==> config.mk <==
export PLATFORM = sky130hd
export DESIGN_NAME = lsu_mem_stage
export DESIGN_NICKNAME = d
export VERILOG_FILES = /design/src/rtl/lsu_pkg.sv /design/src/rtl/lsu_mem_stage.sv
export SDC_FILE = /design/constraint.sdc
export NUM_CORES = 1
export LEC_CHECK = 0
export ABC_AREA = 1
export CORE_MARGIN = 2
export CORE_UTILIZATION = 28
export DETAILED_ROUTE_END_ITERATION = 6
export GPL_TIMING_DRIVEN = 0
export HOLD_SLACK_MARGIN = 0.15
export PLACE_DENSITY = 0.87
export SYNTH_ARGS = -nofsm -noshare
export SYNTH_HDL_FRONTEND = slang
export SYNTH_SLANG_ARGS = --single-unit
==> constraint.sdc <==
create_clock -name clk -period 1.39 [get_ports clk]
set_clock_uncertainty 0.1 [all_clocks]
set_input_delay 0.2085 -clock clk [delete_from_list [all_inputs] [get_ports clk]]
set_output_delay 0.2085 -clock clk [all_outputs]
set_load 0.01 [all_outputs]
==> src/rtl/lsu_pkg.sv <==
// Shared definitions for the load/store memory stage.
// Word/address width and depth match the attached data_memory.
package lsu_pkg;

  localparam int WORD_W = 19;
  localparam int DEPTH  = 512;
  localparam int TAG_W  = 4;

  // IDLE accepts requests; LD_WAIT covers the memory's read latency;
  // RESP holds the load result until writeback takes it.
  typedef enum logic [1:0] {
    IDLE    = 2'd0,
    LD_WAIT = 2'd1,
    RESP    = 2'd2
  } lsu_state_t;

endpackage : lsu_pkg

==> src/rtl/lsu_mem_stage.sv <==
// Load/store stage between execute and data_memory.
// Stores go straight to memory in the accept cycle and need no response.
// Loads block the stage until the result has been handed to writeback.
// Optional feature: define LSU_BOUNDS_CHECK_EN to suppress accesses with
// req_addr >= DEPTH; out-of-range loads then return zero data with resp_fault.
module lsu_mem_stage
  import lsu_pkg::*;
(
  input  logic              clk,
  input  logic              rst_n,
  // request from execute
  input  logic              req_valid,
  output logic              req_ready,
  input  logic              req_is_store,
  input  logic [WORD_W-1:0] req_addr,
  input  logic [WORD_W-1:0] req_wdata,
  input  logic [TAG_W-1:0]  req_tag,
  // data_memory pins
  output logic [WORD_W-1:0] mem_addr,
  output logic [WORD_W-1:0] mem_write_data,
  output logic              mem_write,
  output logic              mem_read,
  input  logic [WORD_W-1:0] mem_read_data,
  // response to writeback
  output logic              resp_valid,
  input  logic              resp_ready,
  output logic [WORD_W-1:0] resp_data,
  output logic [TAG_W-1:0]  resp_tag,
  output logic              resp_fault
);

  lsu_state_t state_q;
  lsu_state_t state_d;

  logic accept;
  logic in_range;
  logic load_accept;
  logic load_fault;

`ifdef LSU_BOUNDS_CHECK_EN
  localparam logic [WORD_W-1:0] DepthLimit = WORD_W'(DEPTH);

  logic fault_q;

  // Address range check against the memory depth.
  always_comb begin
    in_range = (req_addr < DepthLimit);
  end

  // Remember whether the load in flight was out of range, so its data is
  // forced to zero and the fault flag travels with the response.
  always_ff @(posedge clk) begin
    if (!rst_n) begin
      fault_q <= 1'b0;
    end else if (load_accept) begin
      fault_q <= ~in_range;
    end
  end

  assign load_fault = fault_q;
`else
  // Without the check every request is treated as in range.
  always_comb begin
    in_range = 1'b1;
  end

  assign load_fault = 1'b0;
`endif

  // Handshake and memory pin drive; strobes only fire for an accepted,
  // in-range request, and ready is held low during reset.
  always_comb begin
    req_ready      = rst_n & (state_q == IDLE);
    accept         = req_valid & req_ready;
    load_accept    = accept & ~req_is_store;
    mem_addr       = req_addr;
    mem_write_data = req_wdata;
    mem_write      = accept & req_is_store & in_range;
    mem_read       = load_accept & in_range;
  end

  // Next-state: stores leave the stage idle, loads walk through the read
  // latency cycle and then wait for writeback to take the result.
  always_comb begin
    state_d = state_q;
    case (state_q)
      IDLE:    if (load_accept) state_d = LD_WAIT;
      LD_WAIT: state_d = RESP;
      RESP:    if (resp_ready) state_d = IDLE;
      default: state_d = IDLE;
    endcase
  end

  // State register; reset aborts any load in flight.
  always_ff @(posedge clk) begin
    if (!rst_n) begin
      state_q <= IDLE;
    end else begin
      state_q <= state_d;
    end
  end

  // Response register: tag captured at accept, data captured at the end of
  // the latency cycle, then held untouched while waiting in RESP.
  always_ff @(posedge clk) begin
    if (!rst_n) begin
      resp_data <= '0;
      resp_tag  <= '0;
    end else begin
      if (load_accept) begin
        resp_tag <= req_tag;
      end
      if (state_q == LD_WAIT) begin
        resp_data <= load_fault ? '0 : mem_read_data;
      end
    end
  end

  assign resp_valid = (state_q == RESP);
  assign resp_fault = load_fault;

endmodule : lsu_mem_stage
==> qor.csv, run 1 <==
stage;metric;value;unit
outcome;status;finished, violations left;
outcome;failing checks;negative setup slack;
clocking;CTS clk-pin slew, worst paths;0.09;ns
clocking;Worst-Skew Late Latency;0.27;ns
floorplan;Die Y;70.4;um
timing;fin crit share;101;%
setup_path;Bufs and invs on worst path;1;
floorplan;Initial Utilization;28.7;%
global_routing;total grt overflow;0;
timing;post-route minimum period;1.40;ns
synthesis;Synth top area share;40.6;%
synthesis;cells taking the most area after synthesis;dfxtp_1 41%, buf_4 24%, nor2_1 15%;
synthesis;number of synthesized register bits;25;
drt;DRC;0;
clocking;htree depth;1;
placement;Port Buffer Count;92;
timing;Fin. Hold Viols;0;
setup_path;CP Max Fanout;3;
synthesis;Seq/Total Area, Yosys;40.6;%
timing;Worst Setup Slack, final;-0.0138;ns
synthesis;Cells after Synth;163;
setup_path;Req. time, crit path;1.08;ns
setup_path;Startpoint Class;register;
floorplan;Die W;70.4;um
setup_path;slowest library cell on the worst path;dfxtp_4;
timing;Setup violations, final;1;
setup_path;critical path class;reg -> out;
drt;DR WL/cell;10.6;um
global_routing;gr usage total;13.4;%
synthesis;mapped cell area;1230;um^2
power_and_ir_drop;total power;1700;uW
floorplan;die area;4950;um^2
layout;# fillers;436;
synthesis;mean post-synth cell area;7.57;um^2
drt;drt via density;4.09;
setup_path;R2R cell count;5;
global_routing;vias in the first global route;1223;
setup_path;Critical Path Start;state_q[0];
global_routing;largest net degree at the start of global routing;15;
drt;Starting DRT DRC Count;17;
power_and_ir_drop;Static Leak;0.00110;uW
global_routing;first-pass GRT wire length;5420;um
clocking;clock sink count;25;
drt;DR pass1 iterations;4;
worst_hold_path;HP Class;in -> reg;
layout;area grow syn2layout;83.4;%
synthesis;area leader, netlist;dfxtp_1;
setup_path;RR Startpoint;state_q[0];
clocking;CTS root buf;clkbuf_8;
clocking;CTS Buf Count;3;
global_routing;initial antenna violation count;0;
floorplan;Core Footprint;4290;um^2
worst_hold_path;beginning of the worst hold path;rst_n;
placement;placer's final routability congestion estimate;0.685;
floorplan;# rows;24;
timing;RSZ-0062 raised after global routing;true;
clocking;hold-fix buffers at CTS;0;
flow_run;Max Cap Viol;0;
layout;final net count;328;
setup_path;Reg2Reg Capture Point;resp_data[1];
clocking;CTS Buffer Depth;2;
power_and_ir_drop;pwr dens;749;nW/um^2
setup_path;worst path cell trace;nor3_4 > nand2_1 > nor2_1 > buf_2;
worst_hold_path;hold endpoint;resp_data[8];
timing;Max Freq;712;MHz
setup_path;CP endpoint kind;primary output;
clocking;CTS tree;yes;
timing;max-slew violation count;0;
power_and_ir_drop;Peak VDD IR;0.382;mV
drt;final wirelength;3310;um
timing;Setup TNS;-0.0138;ns
drt;post-route ant nets;0;
layout;layout cell share with drive strength beyond 1;24.9;%
setup_path;Top delay family on crit path;flip-flops;
drt;via count;1281;
floorplan;I/O Pins;132;
placement;DP HPWL;2620;um
setup_path;Worst R2R Setup Slack;0.14;ns
setup_path;Arr. time, crit path;1.10;ns
layout;# diodes;0;
synthesis;Ys Warns;0;
synthesis;Distinct cells, synth;15;
setup_path;Worst path max stage delay;0.38;ns
synthesis;Mapped Nets;229;
worst_hold_path;hold depth;3;
-- logic make-up after synthesis --
group / after synthesis / share of synthesized area, %
AO/OA/AOI/OAI: 20 / 8.11
AND/OR/NAND/NOR: 62 / 21.0
other: 1 / 0.304
buffers and inverters: 55 / 30.0
flip-flops: 25 / 40.6
-- worst max-delay path by stage --
stage	end	slack, ns	depth (start not counted)
6_report	mem_write	-0.01	4
5_1_grt	mem_write	-0.11	4
4_1_cts	mem_write	-0.05	4
3_5_place_dp	mem_write	-0.71	6
3_3_place_gp	mem_write	-0.72	6
2_1_floorplan	mem_write	0.26	3
-- metal layers --
layer | part of all wire [%] | track usage, %
met4 | 0.42 | 3.85
met1 | 37 | 15.5
met3 | 11 | 3.90
met2 | 52 | 23.9
met5 | 0 | 0
-- cell type report --
cell class / count / area, um^2 / share of cell area, %
buffer: 44 / 327 / 14.4
sequential: 25 / 508 / 22.5
multi-input combinational: 83 / 379 / 16.8
clock buffer: 3 / 41.3 / 1.83
tap: 52 / 65.1 / 2.88
timing repair buffer: 94 / 893 / 39.5
clock inverter: 1 / 5.00 / 0.221
inverter: 11 / 43.8 / 1.94
-- tightest hold or removal path, cell delays in order --
cell and delay, ns:
clkdlybuf4s15_2 0.24, o21ai_0 0.10, nor2_1 0.04
-- sequential cells by signal (all words and copies together), names as in the netlist --
name	count
resp_data	19
state_q	2
resp_tag	4
-- cell usage in the layout, fill, tap and decap left out, drive strengths merged --
cell and n:
a21oi 1, buf 48, clkbuf 5, clkdlybuf4s15 1, clkdlybuf4s50 63, clkinv 1
conb 1, dfxtp 25, dlygate4sd2 24, inv 11, nand2 11, nand4 1
nor2 49, nor3 1, o21ai 19
-- per-stage QoR --
step | hold WS, ns | util (%) | instance area (um^2) | std cells | worst slack [ns]
6_report | 0.256 | 52.7 | 2260 | 313 | -0.0138
5_1_grt | 0.260 | 52.7 | 2260 | 313 | -0.108
4_1_cts | 0.251 | 52.5 | 2250 | 312 | -0.0525
3_5_place_dp | 0.371 | 51.7 | 2220 | 307 | -0.713
3_3_place_gp | 0.362 | 51.7 | 2220 | 307 | -0.722
2_1_floorplan | 0.243 | - | 1230 | 163 | 0.261
-- report_power, final --
part           leakage, uW  internal, uW  switching [uW]
combinational     0.000870           309             180
sequential        0.000206           751            19.1
clock            0.0000255           200             236
total              0.00110          1260             435
-- timing repair --
action                                  4_1_cts  5_1_grt
gates resized for setup                      50        4
pin swaps                                     2        0
buffers inserted                              1        1
endpoints found under the setup margin       27        3
-- synthesized netlist by cell type (all sizes together) --
cell type,n
nor2,49
a21oi,1
o21ai,19
nand4,1
nor3,1
clkbuf,2
conb,1
dfxtp,25
nand2,11
inv,11
buf,42
Note: power is estimated with default switching activity, not from simulation.
==> inputs of run 2 (changes only) <==
- TNS_END_PERCENT: default -> 20
==> run 2 against run 1 <==
  * The run still ends with negative setup slack left
  * Critical endpoint unchanged
  * Critical path type unchanged
  * Power decreased by 0.14%
  * Worst hold slack about the same
  * Fmax about the same
  * Clock power about the same
  * Global-route usage unchanged
  * Sequential share of layout area increased by 0.062 points
==> qor.csv, run 2 (synthesized netlist as in run 1, its figures left out) <==
stage;metric;value;unit;change
outcome;status;finished, violations left;;
outcome;failing checks;negative setup slack;;
layout;commonest cells after routing, fill and taps aside;63 x clkdlybuf4s50_1, 47 x nor2_1, 42 x buf_4, 24 x dlygate4sd2_1, 23 x dfxtp_1;;
clocking;CTS tree;yes;;
clocking;CTS root buf;clkbuf_8;;
placement;DP HPWL;2620;um;unchanged
timing;max-slew violation count;0;;unchanged
drt;Starting DRT DRC Count;17;;unchanged
placement;placer's final routability congestion estimate;0.685;;unchanged
power_and_ir_drop;pwr dens;751;nW/um^2;+0.14%
global_routing;gr usage total;13.4;%;unchanged
setup_path;CP endpoint kind;primary output;;
layout;largest reg by FF count;resp_data;;
global_routing;first-pass GRT wire length;5420;um;unchanged
drt;drt via density;4.09;;unchanged
drt;DR pass1 iterations;4;;unchanged
clocking;hold-fix buffers at CTS;0;;unchanged
flow_run;Max Cap Viol;0;;unchanged
floorplan;I/O Pins;132;;unchanged
floorplan;die area;4950;um^2;unchanged
timing;RSZ-0062 raised after global routing;true;;
setup_path;CP Max Fanout;3;;unchanged
global_routing;total grt overflow;0;;unchanged
worst_hold_path;HP Class;in -> reg;;
clocking;clock sink count;25;;unchanged
clocking;Worst-Skew Late Latency;0.27;ns;about the same
power_and_ir_drop;total power;1690;uW;-0.14%
drt;final wirelength;3310;um;about the same
setup_path;Worst path max stage delay;0.38;ns;about the same
setup_path;Req. time, crit path;1.08;ns;about the same
global_routing;initial antenna violation count;0;;unchanged
timing;fin crit share;101;%;about the same
layout;area grow syn2layout;82.9;%;
floorplan;Die Y;70.4;um;unchanged
layout;# diodes;0;;unchanged
floorplan;Core Footprint;4290;um^2;unchanged
setup_path;slowest library cell on the worst path;dfxtp_4;;
floorplan;# rows;24;;unchanged
placement;post-placement cell area;2220;um^2;unchanged
layout;final net count;328;;unchanged
drt;DR WL/cell;10.6;um;about the same
clocking;htree depth;1;;unchanged
floorplan;Initial Utilization;28.7;%;unchanged
setup_path;critical path class;reg -> out;;
layout;final instance area;2260;um^2;-0.28%
global_routing;largest net degree at the start of global routing;15;;unchanged
global_routing;vias in the first global route;1223;;unchanged
setup_path;Startpoint Class;register;;
timing;Setup violations, final;1;;unchanged
drt;via count;1281;;unchanged
drt;post-route ant nets;0;;unchanged
setup_path;Arr. time, crit path;1.10;ns;about the same
power_and_ir_drop;Static Leak;0.00110;uW;+0.22%
clocking;CTS Buf Count;3;;unchanged
timing;Worst Setup Slack, final;-0.0139;ns;-0.000132 ns
clocking;CTS clk-pin slew, worst paths;0.09;ns;about the same
timing;Fin. Hold Viols;0;;unchanged
clocking;CTS Buffer Depth;2;;unchanged
floorplan;Die W;70.4;um;unchanged
layout;layout cell share with drive strength beyond 1;24.1;%;-0.77 points
layout;Largest regs;resp_data: 19 flops, resp_tag: 4 flops, state_q: 2 flops;;
timing;Max Freq;712;MHz;about the same
layout;number of flip-flops in the largest register;19;;unchanged
layout;# fillers;438;;+0.46%
drt;DRC;0;;unchanged
power_and_ir_drop;Peak VDD IR;0.382;mV;about the same
setup_path;worst path cell trace;nor3_4 > nand2_1 > nor2_1 > buf_2;;
timing;post-route minimum period;1.40;ns;+0.000132 ns
layout;commonest non-fill, non-tap cell in the layout;clkdlybuf4s50_1;;
placement;Port Buffer Count;92;;unchanged
## run 2: cell count changes in the layout (fill, tap and decap cells not counted)
cell | before | now
inv_1 | 8 | 10
inv_2 | 2 | 0
buf_2 | 4 | 5
buf_6 | 2 | 1
## run 2: through the flow
| step | utilization, % | worst slack [ns] | cells | hold slack, ns | TNS, ns |
|---|---|---|---|---|---|
| 3_5_place_dp | 51.7 | -0.713 | 307 | 0.371 | -2.92 |
| 3_3_place_gp | 51.7 | -0.722 | 307 | 0.362 | -2.47 |
| 5_1_grt | 52.5 | -0.108 | 313 | 0.260 | -0.121 |
| 2_1_floorplan | - | 0.261 | 163 | 0.243 | 0 |
| 6_report | 52.5 | -0.0139 | 313 | 0.256 | -0.0139 |
| 4_1_cts | 52.5 | -0.0525 | 312 | 0.251 | -0.0525 |
## run 2: layout make-up
cell class,instances,area [um^2],share of cell area (%)
clock inverter,1,5.00,0.222
buffer,44,327,14.5
inverter,11,43.8,1.94
tap,52,65.1,2.88
multi-input combinational,83,379,16.8
clock buffer,3,41.3,1.83
sequential,25,508,22.5
timing repair buffer,94,887,39.3
## run 2: what timing repair did
item,CTS,global route
endpoints found under the setup margin,27,3
resized for setup,50,1
buffers inserted,1,1
pin swaps,2,0
## run 2: power by group
part / switching [uW] / leakage (uW) / internal (uW)
sequential: 19.1 / 0.000206 / 751
combinational: 179 / 0.000872 / 308
clock: 236 / 0.0000255 / 200
## run 2: path summary, 6_finish.rpt
| check | from | end | cells after the start | slack, ns |
|---|---|---|---|---|
| worst max-delay path | state_q[0] | mem_write | 4 | -0.01 |
| worst max register to register | state_q[0] | resp_data[1] | 5 | 0.14 |
| worst min-delay path | rst_n | resp_data[8] | 3 | 0.26 |
| worst min register to register | resp_data[0] | resp_data[0] | 2 | 0.38 |
## run 2: worst max-delay path, delay by kind of cell (launching register included)
family | cells | cell delay (ns)
flops | 1 | 0.38
buf+inv | 1 | 0.14
simple gates | 3 | 0.32
## run 2: routing by layer
layer,global-route usage [%],vias to the layer above,part of all wire (%),wire (um)
met5,0,-,0,0
met3,3.90,2,11,352
met1,15.5,558,37,1230
li1,-,653,-,-
met4,3.85,0,0.42,14
met2,23.9,68,52,1710
==> inputs of run 3 (changes only) <==
- CAP_MARGIN: default -> 20
- CORE_MARGIN: 2 -> default
- CTS_CLUSTER_SIZE: default -> 8
==> run 3 against run 2 <==
  * The run still ends with negative setup slack left
  * Fmax is 5.3% lower
  * Critical endpoint unchanged
  * Non-clock buffer count is 2 higher
  * Final area is 1.0% higher
  * Critical path type unchanged
  * Largest power group unchanged
==> qor.csv, run 3 (synthesized netlist as in run 1, its figures left out) <==
stage;metric;value;unit;change
floorplan;Initial Utilization;30.0;%;+1.2 points
worst_hold_path;HP Class;in -> reg;;
timing;Worst Setup Slack, final;-0.0931;ns;-0.0792 ns
placement;Port Buffer Count;92;;unchanged
layout;largest reg by FF count;resp_data;;
global_routing;gr usage total;14.5;%;+1.0 points
floorplan;Die W;68.4;um;-2.8%
clocking;CTS clk-pin slew, worst paths;0.09;ns;about the same
timing;max-slew violation count;0;;unchanged
global_routing;initial antenna violation count;0;;unchanged
placement;DP HPWL;2660;um;+1.4%
layout;commonest cells after routing, fill and taps aside;63 x clkdlybuf4s50_1, 46 x nor2_1, 44 x buf_4, 24 x dlygate4sd2_1, 23 x dfxtp_1;;
placement;dpl cells;305;;-0.65%
global_routing;total grt overflow;0;;unchanged
clocking;CTS Buf Count;3;;unchanged
power_and_ir_drop;Peak VDD IR;0.359;mV;-6.0%
setup_path;CP Max Fanout;3;;unchanged
drt;final wirelength;3260;um;-1.5%
setup_path;Arr. time, crit path;1.17;ns;+0.07 ns
drt;DRC;0;;unchanged
clocking;CTS root buf;clkbuf_8;;
setup_path;Startpoint Class;register;;
drt;post-route ant nets;0;;unchanged
power_and_ir_drop;total power;1690;uW;about the same
setup_path;Req. time, crit path;1.08;ns;about the same
placement;placer's final routability congestion estimate;0.652;;-4.8%
global_routing;largest net degree at the start of global routing;15;;unchanged
layout;Non-Filler Instances;313;;unchanged
outcome;failing checks;negative setup slack;;
setup_path;RR Startpoint;state_q[0];;
layout;# diodes;0;;unchanged
timing;Setup TNS;-0.159;ns;-0.145 ns
clocking;CTS Buffer Depth;2;;unchanged
timing;fin crit share;107;%;+5.7 points
timing;Max Freq;674;MHz;-5.3%
floorplan;die area;4680;um^2;-5.6%
setup_path;Critical Path Start;state_q[0];;
floorplan;# rows;23;;-4.2%
floorplan;Die Y;68.4;um;-2.8%
setup_path;Reg2Reg Capture Point;resp_data[10];;
clocking;clock sink count;25;;unchanged
layout;commonest non-fill, non-tap cell in the layout;clkdlybuf4s50_1;;
outcome;status;finished, violations left;;
layout;layout cell share with drive strength beyond 1;25.5;%;+1.3 points
drt;DR pass1 iterations;4;;unchanged
power_and_ir_drop;Static Leak;0.00111;uW;+0.76%
timing;Setup violations, final;2;;+1
setup_path;CP Capture Point;mem_write;;
floorplan;I/O Pins;132;;unchanged
global_routing;vias in the first global route;1178;;-3.7%
drt;Starting DRT DRC Count;48;;+31
floorplan;Core Footprint;4120;um^2;-4.2%
layout;final core occ;55.4;%;+2.8 points
layout;area grow syn2layout;84.7;%;
timing;post-route minimum period;1.48;ns;+0.0792 ns
drt;via count;1284;;+0.23%
timing;RSZ-0062 raised after global routing;true;;
layout;Largest regs;resp_data: 19 flops, resp_tag: 4 flops, state_q: 2 flops;;
layout;final net count;330;;+0.61%
drt;DR WL/cell;10.4;um;-1.5%
setup_path;R2R cell count;5;;unchanged
setup_path;Worst R2R Setup Slack;0.17;ns;+0.03 ns
clocking;Worst-Skew Late Latency;0.27;ns;about the same
layout;number of flip-flops in the largest register;19;;unchanged
clocking;CTS tree;yes;;
flow_run;Max Cap Viol;0;;unchanged
timing;Fin. Hold Viols;0;;unchanged
setup_path;CP endpoint kind;primary output;;
setup_path;critical path class;reg -> out;;
global_routing;first-pass GRT wire length;4980;um;-8.0%
drt;drt via density;4.10;;+0.23%
power_and_ir_drop;pwr dens;744;nW/um^2;-0.90%
clocking;htree depth;1;;unchanged
[run 3: cell types whose count changed in the layout (fill, tap and decap cells not counted)]
cell             before  now
nor2_4                1    0
buf_4                42   44
nor2_1               47   46
clkdlybuf4s15_2       1    2
dfxtp_2               0    1
dfxtp_4               2    1
buf_2                 5    3
buf_6                 1    2
nor2_2                1    3
nand2_1              10    9
nand2_2               1    2
[run 3: worst min path at each step]
stage | slack [ns] | cells after the start | end | startpoint
2_1_floorplan | 0.24 | 2 | resp_tag[0] | req_tag[0]
3_3_place_gp | 0.36 | 2 | resp_data[8] | resp_data[8]
3_5_place_dp | 0.37 | 2 | resp_data[12] | resp_data[12]
4_1_cts | 0.26 | 3 | resp_data[9] | rst_n
5_1_grt | 0.27 | 3 | resp_data[9] | rst_n
6_report | 0.26 | 3 | resp_data[9] | rst_n
[run 3: per-layer routing]
layer | track usage, % | part of all wire, %
met2 | 26.8 | 54
met5 | 0 | 0
met1 | 15.5 | 36
met4 | 5.73 | 1.2
met3 | 3.50 | 8.5
[run 3: layout make-up]
class | count | area (um^2)
Sequential cell | 25 | 505
Buffer | 44 | 327
Fill cell | 419 | 1840
Tap cell | 50 | 62.6
Timing Repair Buffer | 96 | 915
Multi-Input combinational cell | 83 | 379
Clock inverter | 1 | 5.00
Clock buffer | 3 | 41.3
Inverter | 11 | 43.8
[run 3: power by group]
| part | leakage (uW) | switching (uW) | total, uW | internal [uW] |
|---|---|---|---|---|
| combinational | 0.000881 | 182 | 497 | 316 |
| clock | 0.0000255 | 227 | 428 | 200 |
| sequential | 0.000205 | 17.7 | 770 | 752 |
| total | 0.00111 | 427 | 1690 | 1270 |
[run 3: timing repair]
item                                    CTS  global route
endpoints found under the setup margin   27             4
gates resized for setup                  45             7
gates cloned                              0             0
setup buffers                             4             1
pin swaps                                 2             2
endpoints found under the hold margin     0             0
hold buffers                              0             0
[run 3: worst max-delay path: stages (launching register included)]
cell and delay, ns:
dfxtp_4 0.37, nor3_4 0.19, buf_4 0.13, nand2_2 0.04, nor2_2 0.06, buf_2 0.12
[run 3: metrics by stage]
stage	setup WS [ns]	hold slack (ns)	instance area [um^2]
finish	-0.0931	0.265	2280
global route	-0.211	0.273	2280
CTS	-0.139	0.258	2260
detailed placement	-0.753	0.372	2220
global placement	-0.766	0.363	2220
floorplan	0.261	0.243	1230
